**config.mk**
```make
export PLATFORM = sky130hd
export DESIGN_NAME = wash_controller
export DESIGN_NICKNAME = d
export VERILOG_FILES = /design/src/rtl/wash_pkg.sv /design/src/rtl/tick_sync.sv /design/src/rtl/wash_controller.sv
export SDC_FILE = /design/constraint.sdc
export NUM_CORES = 1
export LEC_CHECK = 0
export CORE_AREA = 2 2 50 52
export CTS_CLUSTER_SIZE = 8
export DETAILED_ROUTE_END_ITERATION = 16
export DIE_AREA = 0 0 52 54
export DONT_BUFFER_PORTS = 1
export PLACE_DENSITY = 0.87
export SKIP_LAST_GASP = 1
export SYNTH_ARGS = -nofsm -noshare
export SYNTH_HDL_FRONTEND = slang
export SYNTH_SLANG_ARGS = --single-unit
```
**constraint.sdc**
```tcl
create_clock -name clk -period 3.83 [get_ports clk]
set_input_delay 0.1915 -clock clk [delete_from_list [all_inputs] [get_ports clk]]
set_output_delay 0.1915 -clock clk [all_outputs]
set_load 0.01 [all_outputs]
```
**src/rtl/wash_pkg.sv**
```systemverilog
// ============================================================================
//  Module      : wash_pkg
//  Description : Shared state encoding and program codes for the washing
//                machine program sequencer.
//  Revision    : 1.0 - initial release
// ============================================================================
`default_nettype none

package wash_pkg;

    // Phase encoding as seen on the phase output
    typedef enum logic [2:0] {
        ST_IDLE  = 3'd0,
        ST_FILL  = 3'd1,
        ST_WASH  = 3'd2,
        ST_RINSE = 3'd3,
        ST_DRAIN = 3'd4,
        ST_SPIN  = 3'd5,
        ST_DONE  = 3'd6,
        ST_ERROR = 3'd7
    } state_t;

    // Program selection codes
    localparam logic [1:0] PROG_QUICK   = 2'd0;
    localparam logic [1:0] PROG_NORMAL  = 2'd1;
    localparam logic [1:0] PROG_INTENSE = 2'd2;
    localparam logic [1:0] PROG_SPIN    = 2'd3;

    // True for the timed phases in which the door must stay locked
    function automatic logic is_active(input state_t s);
        return (s >= ST_FILL) && (s <= ST_SPIN);
    endfunction

endpackage

`default_nettype wire

```
**src/rtl/tick_sync.sv**
```systemverilog
// ============================================================================
//  Module      : tick_sync
//  Description : Brings the slow divider square wave into the clk domain and
//                emits a one-cycle tick per rising edge.
//  Revision    : 1.0 - initial release
// ============================================================================
`default_nettype none

module tick_sync (
    input  logic clk,
    input  logic rst,
    input  logic slow_clk,
    output logic tick
);

    logic sync1;
    logic sync2;
    logic sync_prev;

    // Two-flop synchronizer followed by a history flop for edge detection
    always_ff @(posedge clk or negedge rst) begin
        if (!rst) begin
            sync1     <= 1'b0;
            sync2     <= 1'b0;
            sync_prev <= 1'b0;
        end else begin
            sync1     <= slow_clk;
            sync2     <= sync1;
            sync_prev <= sync2;
        end
    end

    assign tick = sync2 & ~sync_prev;

endmodule

`default_nettype wire

```
**src/rtl/wash_controller.sv**
```systemverilog
// ============================================================================
//  Module      : wash_controller
//  Description : Washing machine program sequencer: phase FSM, phase timer
//                and registered actuator / status decode.
//  Revision    : 1.0 - initial release
// ============================================================================
`default_nettype none

module wash_controller
    import wash_pkg::*;
#(
    parameter int FILL_S   = 8,
    parameter int WASH_Q_S = 20,
    parameter int WASH_N_S = 40,
    parameter int WASH_I_S = 60,
    parameter int RINSE_S  = 15,
    parameter int DRAIN_S  = 6,
    parameter int SPIN_S   = 12
) (
    input  logic       clk,
    input  logic       rst,
    input  logic       slow_clk,
    input  logic       start,
    input  logic       pause,
    input  logic       door_closed,
    input  logic [1:0] prog,
    output logic [2:0] phase,
    output logic [7:0] remaining,
    output logic       water_valve,
    output logic       motor_on,
    output logic       motor_fast,
    output logic       drain_pump,
    output logic       door_lock,
    output logic       done,
    output logic       err
);

    logic       tick;
    state_t     state;
    state_t     state_nxt;
    logic [7:0] rem_nxt;
    logic [1:0] prog_q;
    logic [1:0] prog_nxt;
    logic       valve_nxt;
    logic       motor_nxt;
    logic       fast_nxt;
    logic       pump_nxt;
    logic       lock_nxt;
    logic       done_nxt;
    logic       err_nxt;
    logic       run;

    tick_sync u_tick_sync (
        .clk      (clk),
        .rst      (rst),
        .slow_clk (slow_clk),
        .tick     (tick)
    );

    // Wash length depends on the program latched at start
    function automatic logic [7:0] wash_dur(input logic [1:0] p);
        case (p)
            PROG_QUICK:  return 8'(WASH_Q_S);
            PROG_NORMAL: return 8'(WASH_N_S);
            default:     return 8'(WASH_I_S);
        endcase
    endfunction

    // Next state, next timer value and the output decode of the next state
    always_comb begin
        state_nxt = state;
        rem_nxt   = remaining;
        prog_nxt  = prog_q;

        case (state)
            ST_IDLE: begin
                if (start && door_closed) begin
                    prog_nxt = prog;
                    if (prog == PROG_SPIN) begin
                        state_nxt = ST_DRAIN;
                        rem_nxt   = 8'(DRAIN_S);
                    end else begin
                        state_nxt = ST_FILL;
                        rem_nxt   = 8'(FILL_S);
                    end
                end
            end
            ST_FILL, ST_WASH, ST_RINSE, ST_DRAIN, ST_SPIN: begin
                // Door fault outranks pause, which outranks the tick
                if (!door_closed) begin
                    state_nxt = ST_ERROR;
                    rem_nxt   = 8'd0;
                end else if (!pause && tick) begin
                    if (remaining <= 8'd1) begin
                        case (state)
                            ST_FILL:  begin state_nxt = ST_WASH;  rem_nxt = wash_dur(prog_q); end
                            ST_WASH:  begin state_nxt = ST_RINSE; rem_nxt = 8'(RINSE_S);      end
                            ST_RINSE: begin state_nxt = ST_DRAIN; rem_nxt = 8'(DRAIN_S);      end
                            ST_DRAIN: begin state_nxt = ST_SPIN;  rem_nxt = 8'(SPIN_S);       end
                            default:  begin state_nxt = ST_DONE;  rem_nxt = 8'd0;             end
                        endcase
                    end else begin
                        rem_nxt = remaining - 8'd1;
                    end
                end
            end
            ST_DONE: begin
                if (!door_closed) begin
                    state_nxt = ST_IDLE;
                end
            end
            default: begin
                if (start && door_closed) begin
                    state_nxt = ST_IDLE;
                    rem_nxt   = 8'd0;
                end
            end
        endcase

        // Outputs are decoded from the next state so they register alongside it
        run       = !pause;
        lock_nxt  = is_active(state_nxt);
        valve_nxt = run && ((state_nxt == ST_FILL) || (state_nxt == ST_RINSE));
        motor_nxt = run && ((state_nxt == ST_WASH) || (state_nxt == ST_RINSE) ||
                            (state_nxt == ST_SPIN));
        fast_nxt  = run && (state_nxt == ST_SPIN);
        pump_nxt  = run && ((state_nxt == ST_DRAIN) || (state_nxt == ST_SPIN));
        done_nxt  = (state_nxt == ST_DONE);
        err_nxt   = (state_nxt == ST_ERROR);
    end

    // State, timer and output registers
    always_ff @(posedge clk or negedge rst) begin
        if (!rst) begin
            state       <= ST_IDLE;
            remaining   <= 8'd0;
            prog_q      <= PROG_QUICK;
            water_valve <= 1'b0;
            motor_on    <= 1'b0;
            motor_fast  <= 1'b0;
            drain_pump  <= 1'b0;
            door_lock   <= 1'b0;
            done        <= 1'b0;
            err         <= 1'b0;
        end else begin
            state       <= state_nxt;
            remaining   <= rem_nxt;
            prog_q      <= prog_nxt;
            water_valve <= valve_nxt;
            motor_on    <= motor_nxt;
            motor_fast  <= fast_nxt;
            drain_pump  <= pump_nxt;
            door_lock   <= lock_nxt;
            done        <= done_nxt;
            err         <= err_nxt;
        end
    end

    assign phase = state;

endmodule

`default_nettype wire

```
==> reports/metrics.yaml <==
status: "finished, final reports clean"
multiInputGateArea_um2: 774
drt_iter0_drc: 56
syn-num-nets: 165
dieArea_um2: 2810
rsz0062_at_grt: "no"
rows: 18
synth_top_cell_by_area: "dfrtp_1"
post-place-cells: 176
period_share_pct: 60.9
p_sw_mw: 0.624
seqCellArea_um2: 576
fmax_ghz: 0.429
ys_ff_latch: 23
power.density_cell_area_nw_per_um2: 850
final_max_slew_viol_count: 0
initial_core_util_pct: 61.1
setup_viol: 0
tightestPinTransition_ns: 0.992
synth_warnings: 0
yosys-top-cells-area: "dfrtp_1, nor2_1, nor3_1"
seqPwrFrac_pct: 39.8
nets: 166
drive_above_1_share_pct: 9.68
ir_drop_v: 0.000495
vias: 1193
syn_area_um2: 1420
synth_async_sr_flop_share_pct: 100
gr-usage-all-layers_pct: 24.0
min_path_type: "input pin to flip-flop"
diodes: 0
cts_tree: "done"
period_needed_ns: 2.33
drtPass1Iterations: 5
fillers: 189
ys_seq_area_share_pct: 40.6
clock_latency_ns: 0.31
htree_num_levels: 1
die_width_um: 52
max_slew_margin_pct: 33.6
worstPathArrival_ns: 2.56
coreArea_um2: 2320
netlist_top_cells_count: "dfrtp_1, nor2_1, nand2_1"
path_max_fanout: 8
start_kind: "flip-flop"
setup.worst_path.end_class: "flip-flop"
clockPowerShare_pct: 8.8
yosysTopAreaCellShare_pct: 40.6
grt_max_degree: 24
cts_setup_buffers: 0
hpwl_um: 2230
grt_pass1_wl_um: 4930
clockBufferDepth: 2
numClockSinks: 23
swShare_pct: 49.2
synth_flop_cell: "dfrtp_1"
power.internal_mw: 0.644
r2r_cells: 9
drc_errors: 0
clk_pin_slew_ns: 0.12
routabilityCongestion: 0.876
ios: 26
synth_cells: 155
hold_violations: 0
grt_pass1_vias: 1083
cp.required_ns: 4.06
synth.most_common_cell: "dfrtp_1"
synth.distinct_cells: 47
antenna_found_initial: 0
p_leak_nw: 0.633
finClkSkew_ns: 0.00728
maxCapViolCount: 0
clock-root-buffer: "clkbuf_4"
setup_tns_ns: 0
whs_path_depth: 2
p_comb_share_pct: 51.5
synth_edf_count: 0
final_cells: 185
synth.avg_cell_area_um2: 9.14
overflow: 0
fp.dieH_um: 54
io_buffer_count: 0
finalWirelength_um: 3060
area_growth_pct: 5.30
vias_per_cell: 6.45
critical_path_class: "flip-flop to flip-flop"
ant_nets: 0
cts-buffers-inserted: 3
detail_route.wl_per_cell_um: 16.5
-- cell usage in the layout, fill, tap and decap left out, types with 2 or more instances in the layout --
master / count
dfrtp_1: 23
nor2_1: 16
nand2_1: 10
nor3_1: 9
inv_1: 7
nand3_1: 6
o21ai_0: 5
dlygate4sd3_1: 5
o211ai_1: 4
nor2b_1: 4
a21oi_1: 4
nand4_1: 3
nand2b_1: 3
and2_1: 3
o31ai_1: 3
xnor2_1: 3
a211oi_1: 3
clkbuf_4: 3
nor3b_1: 2
o31a_1: 2
or3b_2: 2
mux2i_1: 2
a221oi_1: 2
and3_1: 2
o22ai_1: 2
o22a_1: 2
a31oi_1: 2
mux2_2: 2
ha_1: 2
-- area by class of cell --
| cell class | instances | share of cell area [%] |
|---|---|---|
| well taps | 30 | 2.52 |
| multi-input cells | 116 | 51.9 |
| clock inverters | 1 | 0.336 |
| flip-flops and latches | 23 | 38.6 |
| repair buffers | 5 | 3.36 |
| inverters | 7 | 1.76 |
| clock buffers | 3 | 1.51 |
-- layer usage --
| metal | wire [um] | track usage (%) | share of wire (%) |
|---|---|---|---|
| met5 | 0 | 0 | 0 |
| met4 | 85 | 9.21 | 2.8 |
| met2 | 1400 | 39.0 | 46 |
| met1 | 1290 | 28.9 | 42 |
| met3 | 280 | 9.17 | 9.2 |
-- registers in the layout, indices dropped and copies added, names as in the netlist --
signal and flops:
drain_pump 1, door_lock 1, phase 3, u_tick_sync.sync_prev 1
u_tick_sync.sync2 1, u_tick_sync.sync1 1, prog_q 2, water_valve 1
err 1, done 1, remaining 8, motor_on 1
motor_fast 1
-- through the flow --
stage	instance area [um^2]	power (mW)	hold WS (ns)	util (%)	worst slack, ns
2_1_floorplan	1420	1.02	-0.104	-	1.74
4_1_cts	1470	1.26	0.00892	63.4	1.49
5_1_grt	1490	1.38	0.0948	64.3	1.27
6_report	1490	1.27	0.0625	64.3	1.50
3_3_place_gp	1410	1.11	-0.104	60.9	1.52
3_5_place_dp	1410	1.14	-0.104	60.9	1.51
-- cell families (layout without fill, tap and decap cells) --
family / count (synthesis) / after routing / synth area share (%)
buf+inv: 16 / 16 / 4.68
simple gates: 68 / 68 / 27.7
fa+ha+maj: 2 / 2 / 1.77
xor+xnor: 4 / 4 / 2.47
mux: 4 / 4 / 3.00
compound gates: 38 / 38 / 19.7
flops: 23 / 23 / 40.6
-- repair_timing --
item | in CTS | in global routing
hold buffers | 3 | 2
endpoints found under the hold margin | 28 | 2
gates resized for setup | 0 | 0
-- worst paths after layout --
kind	start	endpoint	slack (ns)
min in group asynchronous	rst	remaining[6]	0.47
hold / removal	pause	motor_on	0.06
hold reg to reg	u_tick_sync.sync1	u_tick_sync.sync2	0.38
setup / recovery	remaining[0]	motor_on	1.50
max in group asynchronous	rst	water_valve	2.75
setup reg to reg	remaining[0]	motor_on	1.50
-- critical path, cell delays in order, from the launching register on --
cell	delay (ns)
dfrtp_1	0.54
inv_1	0.08
ha_1	0.27
or2_2	0.38
nand4_4	0.15
o211ai_1	0.16
nor2b_1	0.17
inv_1	0.10
a311o_1	0.33
o31ai_1	0.06
-- power groups by stage --
stage               sequential (mW)  combinational [mW]  clock (mW)
detailed placement            0.510               0.631           0
global route                  0.522               0.728       0.126
CTS                           0.503               0.642       0.116
finish                        0.504               0.652       0.111
floorplan                     0.430               0.590           0
global placement              0.500               0.609           0
Power figures use the tool's default switching activity.
